===== src/rtl/digit_scan_sequencer.sv =====
// Time-multiplexed digit scanner driving a 2-to-4 decoder's select and enable.
// Each enabled digit is lit for TICKS_ON cycles, then blanked for TICKS_BLANK cycles.
module digit_scan_sequencer #(
    parameter int unsigned TICKS_ON    = 4,
    parameter int unsigned TICKS_BLANK = 1
) (
    input  logic       clk,
    input  logic       rst,
    input  logic       run,
    input  logic [3:0] digit_mask,
    output logic [1:0] sel,
    output logic       en,
    output logic       frame_done
);

    localparam int unsigned CNT_MAX = (TICKS_ON > TICKS_BLANK) ? TICKS_ON : TICKS_BLANK;
    localparam int unsigned CW      = (CNT_MAX > 1) ? $clog2(CNT_MAX) : 1;
    localparam int unsigned BLANK_N = (TICKS_BLANK > 0) ? TICKS_BLANK - 1 : 0;
    localparam logic [CW-1:0] ON_LAST    = CW'(TICKS_ON - 1);
    localparam logic [CW-1:0] BLANK_LAST = CW'(BLANK_N);

    typedef enum logic [1:0] {
        S_IDLE  = 2'd0,
        S_ON    = 2'd1,
        S_BLANK = 2'd2
    } state_t;

    state_t          state_q, state_d;
    logic [CW-1:0]   cnt_q, cnt_d;
    logic [1:0]      nxt_q, nxt_d;
    logic [1:0]      sel_d;
    logic            en_d;
    logic            frame_done_d;
    logic [1:0]      first_c;
    logic [1:0]      search_c;
    logic            stop_c;

    // Lowest set bit of the mask; 0 when the mask is empty.
    function automatic logic [1:0] lowest_set(input logic [3:0] mask);
        logic [1:0] r;
        r = 2'd0;
        for (int i = 3; i >= 0; i--) begin
            if (mask[i]) r = 2'(i);
        end
        return r;
    endfunction

    // Circular search for the next participating digit after cur (cur itself last).
    function automatic logic [1:0] next_after(input logic [3:0] mask, input logic [1:0] cur);
        logic [1:0] r;
        logic [1:0] idx;
        logic       found;
        r     = cur;
        found = 1'b0;
        for (int k = 1; k <= 4; k++) begin
            idx = cur + 2'(k);
            if (!found && mask[idx]) begin
                r     = idx;
                found = 1'b1;
            end
        end
        return r;
    endfunction

    assign first_c  = lowest_set(digit_mask);
    assign search_c = next_after(digit_mask, sel);
    assign stop_c   = !run || (digit_mask == 4'd0);

    // Next-state and next-output logic.
    always_comb begin
        state_d      = state_q;
        cnt_d        = cnt_q;
        nxt_d        = nxt_q;
        sel_d        = sel;
        en_d         = en;
        frame_done_d = 1'b0;

        case (state_q)
            S_IDLE: begin
                en_d = 1'b0;
                if (run && (digit_mask != 4'd0)) begin
                    sel_d   = first_c;
                    state_d = S_ON;
                    en_d    = 1'b1;
                    cnt_d   = '0;
                end
            end

            S_ON: begin
                if (cnt_q == ON_LAST) begin
                    cnt_d = '0;
                    if (stop_c) begin
                        state_d      = S_IDLE;
                        en_d         = 1'b0;
                        frame_done_d = 1'b1;
                    end else begin
                        // A search result at or below the current digit means the frame wrapped.
                        frame_done_d = (search_c <= sel);
                        if (TICKS_BLANK == 0) begin
                            sel_d = search_c;
                            en_d  = 1'b1;
                        end else begin
                            state_d = S_BLANK;
                            en_d    = 1'b0;
                            nxt_d   = search_c;
                        end
                    end
                end else begin
                    cnt_d = cnt_q + CW'(1);
                end
            end

            S_BLANK: begin
                if (cnt_q == BLANK_LAST) begin
                    cnt_d   = '0;
                    sel_d   = nxt_q;
                    state_d = S_ON;
                    en_d    = 1'b1;
                end else begin
                    cnt_d = cnt_q + CW'(1);
                end
            end

            default: begin
                state_d = S_IDLE;
                en_d    = 1'b0;
                cnt_d   = '0;
            end
        endcase
    end

    // State and output registers with synchronous reset.
    always_ff @(posedge clk) begin
        if (rst) begin
            state_q    <= S_IDLE;
            cnt_q      <= '0;
            nxt_q      <= 2'd0;
            sel        <= 2'd0;
            en         <= 1'b0;
            frame_done <= 1'b0;
        end else begin
            state_q    <= state_d;
            cnt_q      <= cnt_d;
            nxt_q      <= nxt_d;
            sel        <= sel_d;
            en         <= en_d;
            frame_done <= frame_done_d;
        end
    end

endmodule


===== config.mk =====
export PLATFORM = sky130hd
export DESIGN_NAME = digit_scan_sequencer
export DESIGN_NICKNAME = d
export VERILOG_FILES = /design/src/rtl/digit_scan_sequencer.sv
export SDC_FILE = /design/constraint.sdc
export NUM_CORES = 1
export LEC_CHECK = 0
export BUFFER_PORTS_ARGS = -buffer_cell sky130_fd_sc_hd__buf_2
export CAP_MARGIN = 20
export CORE_UTILIZATION = 35
export CTS_CLUSTER_SIZE = 30
export DETAILED_ROUTE_END_ITERATION = 6
export GPL_TIMING_DRIVEN = 0
export HOLD_SLACK_MARGIN = 0.05
export PLACE_DENSITY_LB_ADDON = 0.08
export SLEW_MARGIN = 20
export SYNTH_ARGS = -nofsm -noshare
export SYNTH_HDL_FRONTEND = slang
export SYNTH_SLANG_ARGS = --single-unit
export TNS_END_PERCENT = 10

===== constraint.sdc =====
create_clock -name clk -period 5.05 [get_ports clk]
set_input_delay 0.505 -clock clk [delete_from_list [all_inputs] [get_ports clk]]
set_output_delay 0.505 -clock clk [all_outputs]
set_load 0.02 [all_outputs]

**After elaboration in Yosys (flattened, before gate mapping)**

Cells that the tools add are included.

- Memories: 0
- Bits in latches: 0
- ROM bits: 0
- Memory bits (writable): 0
- Register bits after elaboration: 10
- Output and inout port bits: 4

- Divide/modulo/power cells: 0
- Shifts and indexed selects: 0
- Reduce and logical (&&, ||, !) cells: 19
- Magnitude comparators: 5
- Multiply operators: 0
- Mux-type cells: 36
- Equality and inequality tests: 6
- Add/subtract/negate cells: 4
- Bitwise gates (word level): 3

Operators with widths:

| cell | count |
|---|---|
| 2-bit 2-to-1 mux | 17 |
| 2-bit by 3-bit less-than comparator with 1-bit output, second input constant | 4 |
| 2-bit case mux with 3 select lines | 2 |
| 1-bit 2-to-1 mux | 11 |
| 3-bit AND reduction | 3 |
| 1-bit binary-select mux with 2-bit select | 4 |
| 2-bit inequality test, second input constant | 3 |
| 2-bit by 1-bit adder with 2-bit output, second input constant | 2 |
| 2-bit adder, second input constant | 2 |
| 2-bit equality test, second input constant | 2 |
| 1-bit logical AND | 4 |
| 1-bit zero test | 4 |
| 2-bit zero test | 2 |
| 4-bit zero test | 1 |
| 2-bit case mux with 2 select lines | 1 |
| 4-bit nonzero test | 1 |
| 1-bit inverter | 3 |
| 1-bit case mux with 3 select lines | 1 |
| 3-bit OR reduction | 1 |
| 2-bit by 1-bit equality test with 1-bit output, second input constant | 1 |
| 2-bit less-or-equal comparator | 1 |
| 2-bit AND reduction | 1 |
| 2-bit nonzero test | 1 |
| 1-bit logical OR | 1 |

**Logic depth before layout (Yosys ltp)**

- Depth in word-level cells: 15
- Mapped depth: 9

**Worst setup path after synthesis**

Ideal clock, no wire load.

- Path type: input to register
- Start point: input port digit_mask[1]
- End point: register frame_done
- Arrival: 1.678 ns
- Buffers on the path: 1
- Data required time: 4.917 ns
- Path slack: 3.239 ns
- Stages on the path: 7
- Cell sequence: buf_6 o21ai_0 a21oi_1 a221oi_1 ha_1 a211oi_1 nor3_1

- Word-level cells in the longest chain between the ends: 14
- Elaborated cells between the ends (all ways): 25
- Those cells by class: order compare (1); mux (16); reduce/logical (8)

Ends and longest elaborated chain:

| what | line | RTL |
|---|---|---|
| start: declaration | 10 | `input logic [3:0] digit_mask,` |
| 1-bit binary-select mux with 2-bit select | 57 | `if (!found && mask[idx]) begin` |
| 1-bit 2-to-1 mux (not written as such) | 57 |  |
| 1-bit 2-to-1 mux | 57 |  |
| 1-bit zero test | 57 |  |
| 1-bit logical AND | 57 |  |
| 1-bit 2-to-1 mux | 57 |  |
| 1-bit zero test | 57 |  |
| 1-bit logical AND | 57 |  |
| 1-bit 2-to-1 mux | 57 |  |
| 1-bit zero test | 57 |  |
| 1-bit logical AND | 57 |  |
| 2-bit 2-to-1 mux (*) | 57 |  |
| via search_c[1] | 35 | `logic [1:0] search_c;` |
| 2-bit less-or-equal comparator (*) | 98 | `frame_done_d = (search_c <= sel);` |
| 1-bit 2-to-1 mux (*) | 92 | `if (stop_c) begin` |
| end signal: assignment | 147 | `frame_done <= frame_done_d;` |
| end: declaration | 13 | `output logic frame_done` |

The timed path passes the listed nets; every way through them passes the cells marked *. The select of a mux whose other input is x is not followed.
A chain may end at the register's enable or synchronous reset.

**Final worst setup path**

- Start point: register state_q[0]
- End point: register sel[1]

- Word-level cells in the longest chain between the ends: 3
- Elaborated cells between the ends (all ways): 7
- Those cells by class: eq/ne (3); mux (1); reduce/logical (3)

Ends and longest elaborated chain:

| what | line | RTL |
|---|---|---|
| start: declaration | 28 | `state_t state_q, state_d;` |
| start signal: assignment | 142 | `state_q <= state_d;` |
| 2-bit equality test / 2-bit zero test (equally long branches) | 78 | `case (state_q)` |
| 2-bit inequality test (no source line) / 2-bit nonzero test (equally long branches) | n/a |  |
| 3-bit AND reduction (no source line) | n/a |  |
| end signal: assignment | 145 | `sel <= sel_d;` |
| end: declaration | 11 | `output logic [1:0] sel,` |

Parallel ways exist; a longest one is shown, timed or not.

==> flow_summary.toml <==
[outcome]
outcome = "finished clean"

[route]
drt-total-wl_um = 1560
wire_per_inst_um = 12.5
dr.pass1.iters = 4
viasPerCell = 5.34
antenna_left = 0
drt-initial-drc-count = 18
drc = 0
vias = 667

[synth]
synth_top_family_by_area = "compound AO/OA/AOI/OAI gates"
synth_xor_area_frac = 0
synth_fa_ha_area_frac = 0.151
syn-mean-instance-area_sq_um = 8.67
synth_nets = 102
synth.area.mux_share = 0
netlist_instances = 86
netlist_area_sq_um = 746
synth-seq-area-share = 0.268
synthSimpleGateAreaFrac = 0.206
yosysTopAreaCellShare = 0.268
synth_largest_area_cell = "dfxtp_1"
synth_compound_area_frac = 0.307
ys_ff_latch = 10
yosys-top-cells-area = "dfxtp_1 (27%), ha_1 (15%), a21oi_1 (4.7%)"
ys_types = 31
synth_warnings = 0

[final_layout]
drive_above_1_share = 0.204
final_cell_mix = "dfxtp_1 (10), buf_2 (9), ha_1 (9)"
fin_cells = 125
diodes = 0
nFillCells = 202
nets = 115
area_growth_syn_to_layout_pct = 14.8
final_common_cell = "dfxtp_1"

[floorplan]
die_w_um = 48.2
die_h_um = 48.2
num_rows = 16
core_sq_mm = 0.00198
initial_utilization = 0.376
die-area_sq_mm = 0.00232
pin_count = 11

[clock_network]
cts_resized = 0
cts_tree = "done"
numCtsBuffers = 3
cts-hold-fix-buffers = 0
clkTransAtPathRegs_ps = 70
post-cts-setup-buffer-count = 0
cts.path.max_buffers = 2
cts_max_level = 1
clock-sinks = 10
root_buffer = "clkbuf_4"
clk_latency_ps = 280

[worst_setup_path]
required_ps = 5190
startpoint_type = "register"
arrival_ps = 2000
critPathCaptureType = "register"
critPathKind = "reg -> reg"
crit_path_max_fanout = 10

[sta]
min_period_ps = 1860
min_period_over_period = 0.368
setup_ws_ps = 3190
timing.hold.ws_ps = 498
finalSetupTns_ps = 0
worstMarginPinSlew_ps = 600
final_max_slew_viol_count = 0
rsz0062_at_grt = "no"
relSlewSlack = 0.599
max_freq_mhz = 538
fin_skew_ps = 3.14
hold_viol_final = 0
setup_violations = 0

[power]
swShare = 0.345
power.density_mw_per_mm2 = 299
peakVddDrop_mv = 0.131
p_sw_uw = 88.2
cellInternalPower_uw = 168
p_leak_nw = 0.349
combinationalPowerShare = 0.350
clkPwrFrac = 0.291
p_seq_frac = 0.360

[global_routing]
grt_pass1_wl_um = 2360
grt_max_degree = 11
grt_pass1_vias = 572
track_usage = 0.148
grt_remaining_overflow = 0
antenna_found_initial = 0

[place]
dp_slack_ps = 3000
dp_hpwl_um = 1170
dp.cells = 121
gp_congestion = 0.740
port-buffer-count = 8

[run]
cap_violations = 0

[worst_hold_path]
hold_path.class = "reg -> reg"
-- layout make-up --
| class | instances | area (sq um) | share of cell area |
|---|---|---|---|
| buffer | 3 | 20.0 | 0.0234 |
| inverter | 8 | 30.0 | 0.0351 |
| multi-input combinational | 65 | 495 | 0.579 |
| clock buffer | 4 | 36.3 | 0.0424 |
| tap | 27 | 33.8 | 0.0395 |
| sequential | 10 | 200 | 0.234 |
| timing repair buffer | 8 | 40.0 | 0.0468 |
-- through the flow --
step                      total power [mW]  cell area [sq um]  utilization
after floorplan                      0.161                746            -
after global routing                 0.274                856        0.432
final                                0.256                856        0.432
after CTS                            0.259                856        0.432
after global placement               0.183                820        0.414
after detailed placement             0.183                820        0.414
-- worst max-delay path, cell delays in order, from the launching register on --
cell	delay, ps
dfxtp_1	360
inv_1	90
ha_1	190
buf_2	180
nor2b_1	200
o31a_4	360
a211oi_1	270
a211oi_2	70
-- synth_stat cells --
cell type and instances:
a2111oi_2 1, a211oi_1 4, a211oi_2 1, a21oi_1 7, a221oi_1 1, a22o_1 1
a31o_2 1, buf_2 1, buf_6 1, clkbuf_1 1, dfxtp_1 10, ha_1 9
inv_1 8, nand2_1 5, nand2b_1 2, nand3_1 4, nand3b_1 1, nor2_1 6
nor2b_1 5, nor3_1 3, nor4_1 2, o2111ai_1 1, o21ai_0 2, o21bai_1 1
o311a_1 2, o31a_4 1, o31ai_1 1, o32a_2 1, o41ai_4 1, or2_0 1
or2b_1 1
-- kinds of logic after synthesis --
kind of cell	Yosys count
and+or+nand+nor	30
DFF	10
adders and majority gates	9
buffers and inverters	11
AOI/OAI and AO/OA	26
-- power by group through the flow --
stage	Combinational, mW	Clock [mW]	Sequential, mW
2_1_floorplan	0.0638	0	0.0976
3_3_place_gp	0.0889	0	0.0940
3_5_place_dp	0.0888	0	0.0942
4_1_cts	0.0898	0.0767	0.0923
5_1_grt	0.0991	0.0810	0.0934
6_report	0.0895	0.0744	0.0921
-- per-layer routing --
layer / track usage / vias up / share of wire / routed length, um
met3: 0.0222 / 5 / 0.044 / 69
met1: 0.203 / 305 / 0.53 / 827
met2: 0.219 / 16 / 0.40 / 627
met4: 0.0833 / 0 / 0.023 / 36
li1: - / 341 / - / -
met5: 0 / - / 0 / 0
-- sequential cells by signal, summed over array words and instances (netlist names) --
signal	cells
cnt_q	2
nxt_q	2
sel	2
state_q	2
en	1
frame_done	1
-- worst paths after layout --
kind	end	startpoint	slack [ps]	cells after the start
worst max-delay path	sel[1]$_SDFFE_PP0P_	state_q[0]$_SDFFE_PP0P_	3190	7
worst min-delay path	cnt_q[0]$_SDFFE_PP0P_	cnt_q[0]$_SDFFE_PP0P_	500	2
worst max register to register	sel[1]$_SDFFE_PP0P_	state_q[0]$_SDFFE_PP0P_	3190	7
worst min register to register	cnt_q[0]$_SDFFE_PP0P_	cnt_q[0]$_SDFFE_PP0P_	500	2
No activity file was read; power rests on OpenSTA's default activity.
